<file path="src/rtl/idli_fetch_m.sv">
// SQI instruction fetch: runs the quad-SPI read sequence, owns the 2-bit sync counter and
// assembles 16-bit words for decode. Optional redirect counter under `IDLI_FETCH_PERF_EN.
module idli_fetch_m #(
    parameter logic [15:0] RST_ADDR = 16'h0000,
    parameter logic [7:0]  RD_CMD   = 8'h03
) (
    input  logic            i_fe_gck,
    input  logic            i_fe_rst_n,
    output logic [1:0]      o_fe_ctr,
    output logic [0:3][3:0] o_fe_enc,
    output logic            o_fe_enc_vld,
    output logic [15:0]     o_fe_pc,
    output logic [3:0]      o_fe_nib,
    input  logic            i_fe_redir,
    input  logic [15:0]     i_fe_redir_addr,
    output logic            o_fe_sqi_cs_n,
    output logic [3:0]      o_fe_sqi_sio,
    output logic            o_fe_sqi_oe,
    input  logic [3:0]      i_fe_sqi_sio
`ifdef IDLI_FETCH_PERF_EN
    ,
    output logic [15:0]     o_fe_redir_cnt
`endif
);

    // state  | meaning
    // IDLE   | chip deselected, waiting for ctr==2 to start a read
    // CMD    | 2 cycles, read command byte driven high nibble first
    // ADDR   | 6 cycles, 24-bit byte address driven MSB nibble first
    // DUMMY  | 2 cycles, pads released, memory turnaround
    // DATA   | streaming, one word per 4-cycle period
    typedef enum logic [2:0] {
        ST_IDLE,
        ST_CMD,
        ST_ADDR,
        ST_DUMMY,
        ST_DATA
    } state_t;

    state_t          state_q, state_d;
    logic [3:0]      seq_q, seq_d;
    logic [1:0]      ctr_q;
    logic [15:0]     pc_q, pc_d;
    logic [0:2][3:0] buf_q;
    logic            cs_n_q, cs_n_d;
    logic            oe_q, oe_d;
    logic [3:0]      sio_q, sio_d;
    logic            redir_acc;
    logic [23:0]     byte_addr;

    assign redir_acc = (ctr_q == 2'd3) && i_fe_redir;
    assign byte_addr = {7'b0, pc_q, 1'b0};

    always_ff @(posedge i_fe_gck or negedge i_fe_rst_n) begin
        if (!i_fe_rst_n) begin
            state_q <= ST_IDLE;
            seq_q   <= 4'd0;
            cs_n_q  <= 1'b1;
            oe_q    <= 1'b0;
            sio_q   <= 4'h0;
        end else begin
            state_q <= state_d;
            seq_q   <= seq_d;
            cs_n_q  <= cs_n_d;
            oe_q    <= oe_d;
            sio_q   <= sio_d;
        end
    end

    // seq counts sequence cycles 0..9 across CMD/ADDR/DUMMY so the address nibble is a direct lookup
    always_comb begin
        state_d = state_q;
        seq_d   = 4'd0;
        if (redir_acc) begin
            state_d = ST_IDLE;
        end else begin
            case (state_q)
                ST_IDLE: begin
                    if (ctr_q == 2'd1) state_d = ST_CMD;
                end
                ST_CMD: begin
                    seq_d = seq_q + 4'd1;
                    if (seq_q == 4'd1) state_d = ST_ADDR;
                end
                ST_ADDR: begin
                    seq_d = seq_q + 4'd1;
                    if (seq_q == 4'd7) state_d = ST_DUMMY;
                end
                ST_DUMMY: begin
                    seq_d = seq_q + 4'd1;
                    if (seq_q == 4'd9) state_d = ST_DATA;
                end
                ST_DATA: state_d = ST_DATA;
                default: state_d = ST_IDLE;
            endcase
        end
    end

    // Pad outputs are computed from the next state so the registered pins line up with it.
    always_comb begin
        cs_n_d = (state_d == ST_IDLE);
        oe_d   = (state_d == ST_CMD) || (state_d == ST_ADDR);
        sio_d  = 4'h0;
        case (state_d)
            ST_CMD: sio_d = seq_d[0] ? RD_CMD[3:0] : RD_CMD[7:4];
            ST_ADDR: begin
                case (seq_d)
                    4'd2:    sio_d = byte_addr[23:20];
                    4'd3:    sio_d = byte_addr[19:16];
                    4'd4:    sio_d = byte_addr[15:12];
                    4'd5:    sio_d = byte_addr[11:8];
                    4'd6:    sio_d = byte_addr[7:4];
                    4'd7:    sio_d = byte_addr[3:0];
                    default: sio_d = 4'h0;
                endcase
            end
            default: sio_d = 4'h0;
        endcase
    end

    always_comb begin
        pc_d = pc_q;
        if (redir_acc) begin
            pc_d = i_fe_redir_addr;
        end else if ((state_q == ST_DATA) && (ctr_q == 2'd3)) begin
            pc_d = pc_q + 16'd1;
        end
    end

    always_ff @(posedge i_fe_gck or negedge i_fe_rst_n) begin
        if (!i_fe_rst_n) begin
            ctr_q <= 2'd0;
            pc_q  <= RST_ADDR;
            buf_q <= '0;
        end else begin
            ctr_q <= ctr_q + 2'd1;
            pc_q  <= pc_d;
            if (state_q == ST_DATA) begin
                case (ctr_q)
                    2'd0:    buf_q[0] <= i_fe_sqi_sio;
                    2'd1:    buf_q[1] <= i_fe_sqi_sio;
                    2'd2:    buf_q[2] <= i_fe_sqi_sio;
                    default: buf_q    <= buf_q;
                endcase
            end
        end
    end

`ifdef IDLI_FETCH_PERF_EN
    logic [15:0] redir_cnt_q;

    always_ff @(posedge i_fe_gck or negedge i_fe_rst_n) begin
        if (!i_fe_rst_n) begin
            redir_cnt_q <= 16'd0;
        end else if (redir_acc && (redir_cnt_q != 16'hFFFF)) begin
            redir_cnt_q <= redir_cnt_q + 16'd1;
        end
    end

    assign o_fe_redir_cnt = redir_cnt_q;
`endif

    // Last nibble comes straight from the pad so the word is complete in the ctr==3 cycle.
    assign o_fe_enc      = {buf_q[0], buf_q[1], buf_q[2], i_fe_sqi_sio};
    assign o_fe_enc_vld  = (state_q == ST_DATA) && (ctr_q == 2'd3);
    assign o_fe_nib      = (state_q == ST_DATA) ? i_fe_sqi_sio : 4'h0;
    assign o_fe_ctr      = ctr_q;
    assign o_fe_pc       = pc_q;
    assign o_fe_sqi_cs_n = cs_n_q;
    assign o_fe_sqi_oe   = oe_q;
    assign o_fe_sqi_sio  = sio_q;

endmodule

</file>
<file path="config.mk">
export PLATFORM = sky130hd
export DESIGN_NAME = idli_fetch_m
export DESIGN_NICKNAME = d
export VERILOG_FILES = /design/src/rtl/idli_fetch_m.sv
export SDC_FILE = /design/constraint.sdc
export NUM_CORES = 1
export LEC_CHECK = 0
export ABC_AREA = 1
export CAP_MARGIN = 0
export CORE_MARGIN = 2
export CORE_UTILIZATION = 44
export CTS_CLUSTER_DIAMETER = 200
export DETAILED_ROUTE_END_ITERATION = 10
export PLACE_DENSITY = 0.88
export SETUP_SLACK_MARGIN = 0.2
export SYNTH_ARGS = -nofsm -noshare
export SYNTH_HDL_FRONTEND = slang
export SYNTH_SLANG_ARGS = --single-unit
</file>
<file path="constraint.sdc">
create_clock -name i_fe_gck -period 1.7 [get_ports i_fe_gck]
set_input_delay 0.425 -clock i_fe_gck [delete_from_list [all_inputs] [get_ports i_fe_gck]]
set_output_delay 0.425 -clock i_fe_gck [all_outputs]
set_load 0.05 [all_outputs]
</file>
Word-level counts from Yosys, hierarchy flattened:

Index checks and enable logic that the tools add are counted.

* register bits: 43

* equality and inequality tests: 17
* add/subtract/negate cells: 3
* reductions and logical operators: 11
* muxes and demuxes: 14

Operator list (count)
* $mux W16: 2
* $eq A4 B3 Y1 const B: 5
* $pmux W4 S5: 1
* $add A16 B1 Y16 const B: 1
* $mux W3: 5
* $pmux W3 S5: 1
* $mux W4: 3
* $eq A3 B2 Y1 const B: 3
* $pmux W4 S2: 1
* $eq A3 B1 Y1 const B: 2
* $logic_not A3 Y1: 2
* $reduce_and A2 Y1: 3
* $add A4 B1 Y4 const B: 1
* $eq A2 B2 Y1 const B: 2
* $eq A4 B1 Y1 const B: 1
* $eq A4 B2 Y1 const B: 1
* $eq A4 B4 Y1 const B: 1
* $eq A3 B3 Y1 const B: 1
* $reduce_or A3 Y1: 1
* $add A2 B1 Y2 const B: 1
* $eq A2 B1 Y1 const B: 1
* $logic_and A1 B1 Y1: 2
* $logic_not A2 Y1: 1
* $mux W2: 1
* other kinds (2): 2

Logic depth before layout (Yosys ltp):

* depth in word-level cells: 7
* depth in mapped cells: 12

Worst setup path after synthesis:

OpenSTA, ideal clock, no wires.

* path kind: register to register
* from: register ctr_q[1] (netlist: o_fe_ctr[1])
* to: register pc_q[11] (netlist: o_fe_pc[11])
* path slack: -0.205 ns
* arrival: 1.792 ns
* clock period less this slack: 1.905 ns
* cell stages (with the launch flop): 11
* required time: 1.587 ns
* setup time: 0.113 ns
* cells stage by stage: dfrtp_1 > ha_1 > inv_1 > nor2_8 > inv_4 > nand2_4 > inv_2 > a21oi_2 > o21ai_1 > nand2_1 > inv_1

* word-level cells in the longest chain between the ends: 3

Ends and longest elaborated chain
* start, declared: RTL line 42 `logic [1:0] ctr_q;`
* start signal, assigned: RTL line 136 `ctr_q <= ctr_q + 2'd1;`
* $eq A2 B2 Y1
* $logic_and A1 B1 Y1
* net o_fe_enc_vld: RTL line 11 `output logic o_fe_enc_vld,`
* $reduce_bool A2 Y1 (no line)
* end signal, assigned: RTL line 137 `pc_q <= pc_d;`
* end, declared: RTL line 43 `logic [15:0] pc_q, pc_d;`

The timed path passes the listed nets, and every way through them passes these cells.
A chain may end at the register's enable or synchronous reset.

Worst setup path in the final report:

* from: register ctr_q[1] (netlist: o_fe_ctr[1])
* to: register sio_q[3] (netlist: o_fe_sqi_sio[3])

* word-level cells in the longest chain between the ends: 6

Ends and longest elaborated chain
* $eq A2 B1 Y1 or $eq A2 B2 Y1 (tied branches): RTL line 79, 51
* $mux W3 or $logic_and A1 B1 Y1 (tied branches): RTL line 79, 51
* $pmux W3 S5 or $mux W4 (tied branches): RTL line 77, 74
* $mux W3, or another cell as far along: RTL line 74 `if (redir_acc) begin`
* $eq A3 B2 Y1, or another cell as far along: RTL line 104 `case (state_d)`
* $pmux W4 S2 (*): RTL line 104
* net sio_d[3]: RTL line 47 `logic [3:0] sio_q, sio_d;`
* end signal, assigned: RTL line 66 `sio_q <= sio_d;`
* end, declared: RTL line 47

The timed path passes the listed nets; every way through them passes the cells marked *.

==> impl_metrics.csv <==
group,metric,value,unit
floorplanning,pin_count,68,
floorplanning,core,0.00551,sq mm
cts,clk_pin_slew_worst_paths,0.09,ns
logic_synthesis,synth_nets,351,
routing,drtAntennaViolNets,0,
logic_synthesis,async_reset_ff_frac,1.00,
logic_synthesis,yosysSeqAreaShare,0.431,
critical_path,critPathKind,"flip-flop to flip-flop",
critical_path,critical-path-top-delay-family,"simple AND/OR/NAND/NOR gates",
critical_path,crit_arrival,2.19,ns
floorplanning,initial_core_util,0.454,
grt,track_usage,0.299,
pwr,p_leak,0.00218,uW
floorplanning,die_width,79.3,um
cts,clock_sink_count,43,
routing,drtIter0Drc,311,
logic_synthesis,synth-edff-count,0,
final_layout,diodes,0,
timing,finalHoldViolCount,0,
cts,ctsHtreeMaxLevel,2,
cts,clk_path_buf_depth,2,
logic_synthesis,synth_top_cell_area_share,0.421,
critical_path,worst-r2r-cell-count,8,
final_layout,layout-drive-gt1-share,0.515,
timing,worstMarginPinSlew,0.544,ns
critical_path,crit_fanout,5,
timing,maxSlewHeadroom,0.635,
final_layout,fin_util,0.850,
critical_path,cp-start-kind,"flip-flop",
final_layout,nets,481,
placement,dp_hpwl,5.67,mm
logic_synthesis,synth_area_leader_cell,"dfrtp_1",
outcome,failed_checks,"setup timing",
timing,rsz0062_at_grt,"true",
routing,finalWirelength,12.3,mm
grt,grt_start_max_net_pins,44,
timing,holdWs,0.0743,ns
critical_path,end_kind,"flip-flop",
logic_synthesis,synthCells,321,
grt,antenna_found_initial,0,
floorplanning,die_h,79.3,um
logic_synthesis,syn_area_per_cell,7.78,sq um
logic_synthesis,ys_seq_elements,43,
critical_path,critPathMaxStageDelay,0.49,ns
cts,cts_buffers,5,
placement,gp_congestion,0.932,
placement,io_buffers,67,
cts,cts_root_buf,"clkbuf_8",
pwr,p_per_area,822,mW/mm^2
timing,setup_tns,-1.11,ns
grt,grt_pass1_vias,2978,
final_layout,final_cell_mix,"nand2_1, buf_4, buf_12",
routing,drc,0,
grt,gr-total-overflow,0,
pwr,totalPowerFinal,3850,uW
floorplanning,num_rows,27,
timing,min_period_over_period,1.15,
logic_synthesis,synth_flop_cell,"dfrtp_1",
final_layout,fin_cells,524,
timing,fin_skew,0.00990,ns
pwr,ir_drop,0.810,mV
logic_synthesis,ys_types,36,
routing,drtPass1Iterations,5,
critical_path,crit_required,1.94,ns
final_layout,area_growth,87.5,%
timing,final_max_slew_viol_count,0,
timing,worst_slack,-0.250,ns
logic_synthesis,syn_area,0.00250,sq mm
cts,clock_latency,0.31,ns
critical_path,crit_cells,8,
flow_run,drv_cap,0,
grt,grt_first_pass_wirelength,14.3,mm
routing,vias,3263,
cts,cts_hold_buf,0,
cts,cts_tree,"yes",
critical_path,path_cells,"ha_4, nand2_4, nand2_4, nor2_4, nand3_2, nor3_1, nor2_1, nor2_1",
routing,wire_per_inst,23.4,um
final_layout,layout_commonest_cell,"nand2_1",
timing,fmax,0.513,GHz
outcome,outcome,"complete, but fails checks",
timing,period_needed,1.95,ns
logic_synthesis,yosys_warnings,0,
hold_path,hold_class,"primary input to asynchronous set/reset pin",
logic_synthesis,synth.area.top_cells,"dfrtp_1, nand2_1, nand3_1",
timing,setup_viol,11,
floorplanning,dieArea,0.00629,sq mm
routing,vias_per_cell,6.23,
critical_path,worstPathBufferInverterCount,0,
critical_path,cpMaxStageDelayCell,"nor3_1",
placement,dp_cells,478,
[state kept, by name (all words and copies together) (netlist names)]
register / cells
o_fe_sqi_oe: 1
seq_q: 4
o_fe_ctr: 2
o_fe_sqi_cs_n: 1
o_fe_sqi_sio: 4
o_fe_enc: 12
o_fe_pc: 16
state_q: 3
[layer usage]
metal | track usage | vias up | wire (um)
met3 | 0.0477 | 86 | 1060
li1 | - | 1320 | -
met5 | 0 | - | 0
met4 | 0.179 | 0 | 840
met1 | 0.362 | 1572 | 4210
met2 | 0.499 | 285 | 6140
[logic make-up (layout without fill, tap and decap cells)]
group                    Yosys count  after routing  share of synthesized area
buffers and inverters             49            178                     0.0877
AND/OR/NAND/NOR                  171            173                      0.326
flip-flops                        43             43                      0.431
AO/OA/AOI/OAI                     49             49                      0.113
adder cells (fa/ha/maj)            7              7                     0.0351
XOR/XNOR                           2              2                    0.00702
[stage by stage]
step                      area, sq um  setup slack [ns]
after floorplan                  2570            0.0525
after global placement           3750            -0.184
after detailed placement         3750            -0.237
after CTS                        4230           -0.0727
after global routing             4680            -0.335
final                            4680            -0.250
[timing repair]
item                       CTS  global route
cloned                       2             0
setup buffers               14            22
pin swaps                   19            34
setup endpoints to repair   26            31
resized for setup           71            70
[layout make-up]
cell class	count	area (sq um)
Tap cell	72	90.1
Sequential cell	43	1100
Inverter	39	166
Clock inverter	1	5.00
Timing Repair Buffer	131	1560
Multi-Input combinational cell	231	1690
Fill cell	243	823
Clock buffer	7	76.3
[Yosys cell counts (2+ instances only)]
| cell | n |
|---|---|
| nor2_2 | 3 |
| o22ai_1 | 2 |
| nand3_1 | 32 |
| a211oi_1 | 3 |
| nor2_1 | 36 |
| nand2_1 | 69 |
| nand4_1 | 8 |
| o211ai_1 | 2 |
| buf_6 | 2 |
| inv_2 | 6 |
| o21ai_1 | 8 |
| nor3_1 | 10 |
| nand2_2 | 3 |
| a21oi_1 | 5 |
| buf_2 | 2 |
| nand2_4 | 3 |
| o21ai_0 | 23 |
| buf_4 | 4 |
| a311oi_1 | 2 |
| dfrtp_1 | 42 |
| inv_1 | 32 |
| ha_1 | 7 |
| nor2_4 | 4 |
[where the power goes]
group          switching [uW]  total [uW]  internal (uW)
clock network             383         672            289
registers                 148        1280           1140
logic                    1120        1890            770
[worst paths after layout]
check | to | startpoint | slack, ns
min reg2reg | o_fe_enc[6]$_DFFE_PN0P_ | o_fe_enc[6]$_DFFE_PN0P_ | 0.51
min in group i_fe_gck | o_fe_enc[6]$_DFFE_PN0P_ | o_fe_enc[6]$_DFFE_PN0P_ | 0.51
max | o_fe_sqi_sio[3]$_DFF_PN0_ | o_fe_ctr[1]$_DFF_PN0_ | -0.25
max in group asynchronous | o_fe_sqi_cs_n$_DFF_PN1_ | i_fe_rst_n | 1.35
max reg2reg | o_fe_sqi_sio[3]$_DFF_PN0_ | o_fe_ctr[1]$_DFF_PN0_ | -0.25
min | o_fe_enc[12]$_DFFE_PN0P_ | i_fe_rst_n | 0.07
No activity file was read; power rests on OpenSTA's default activity.
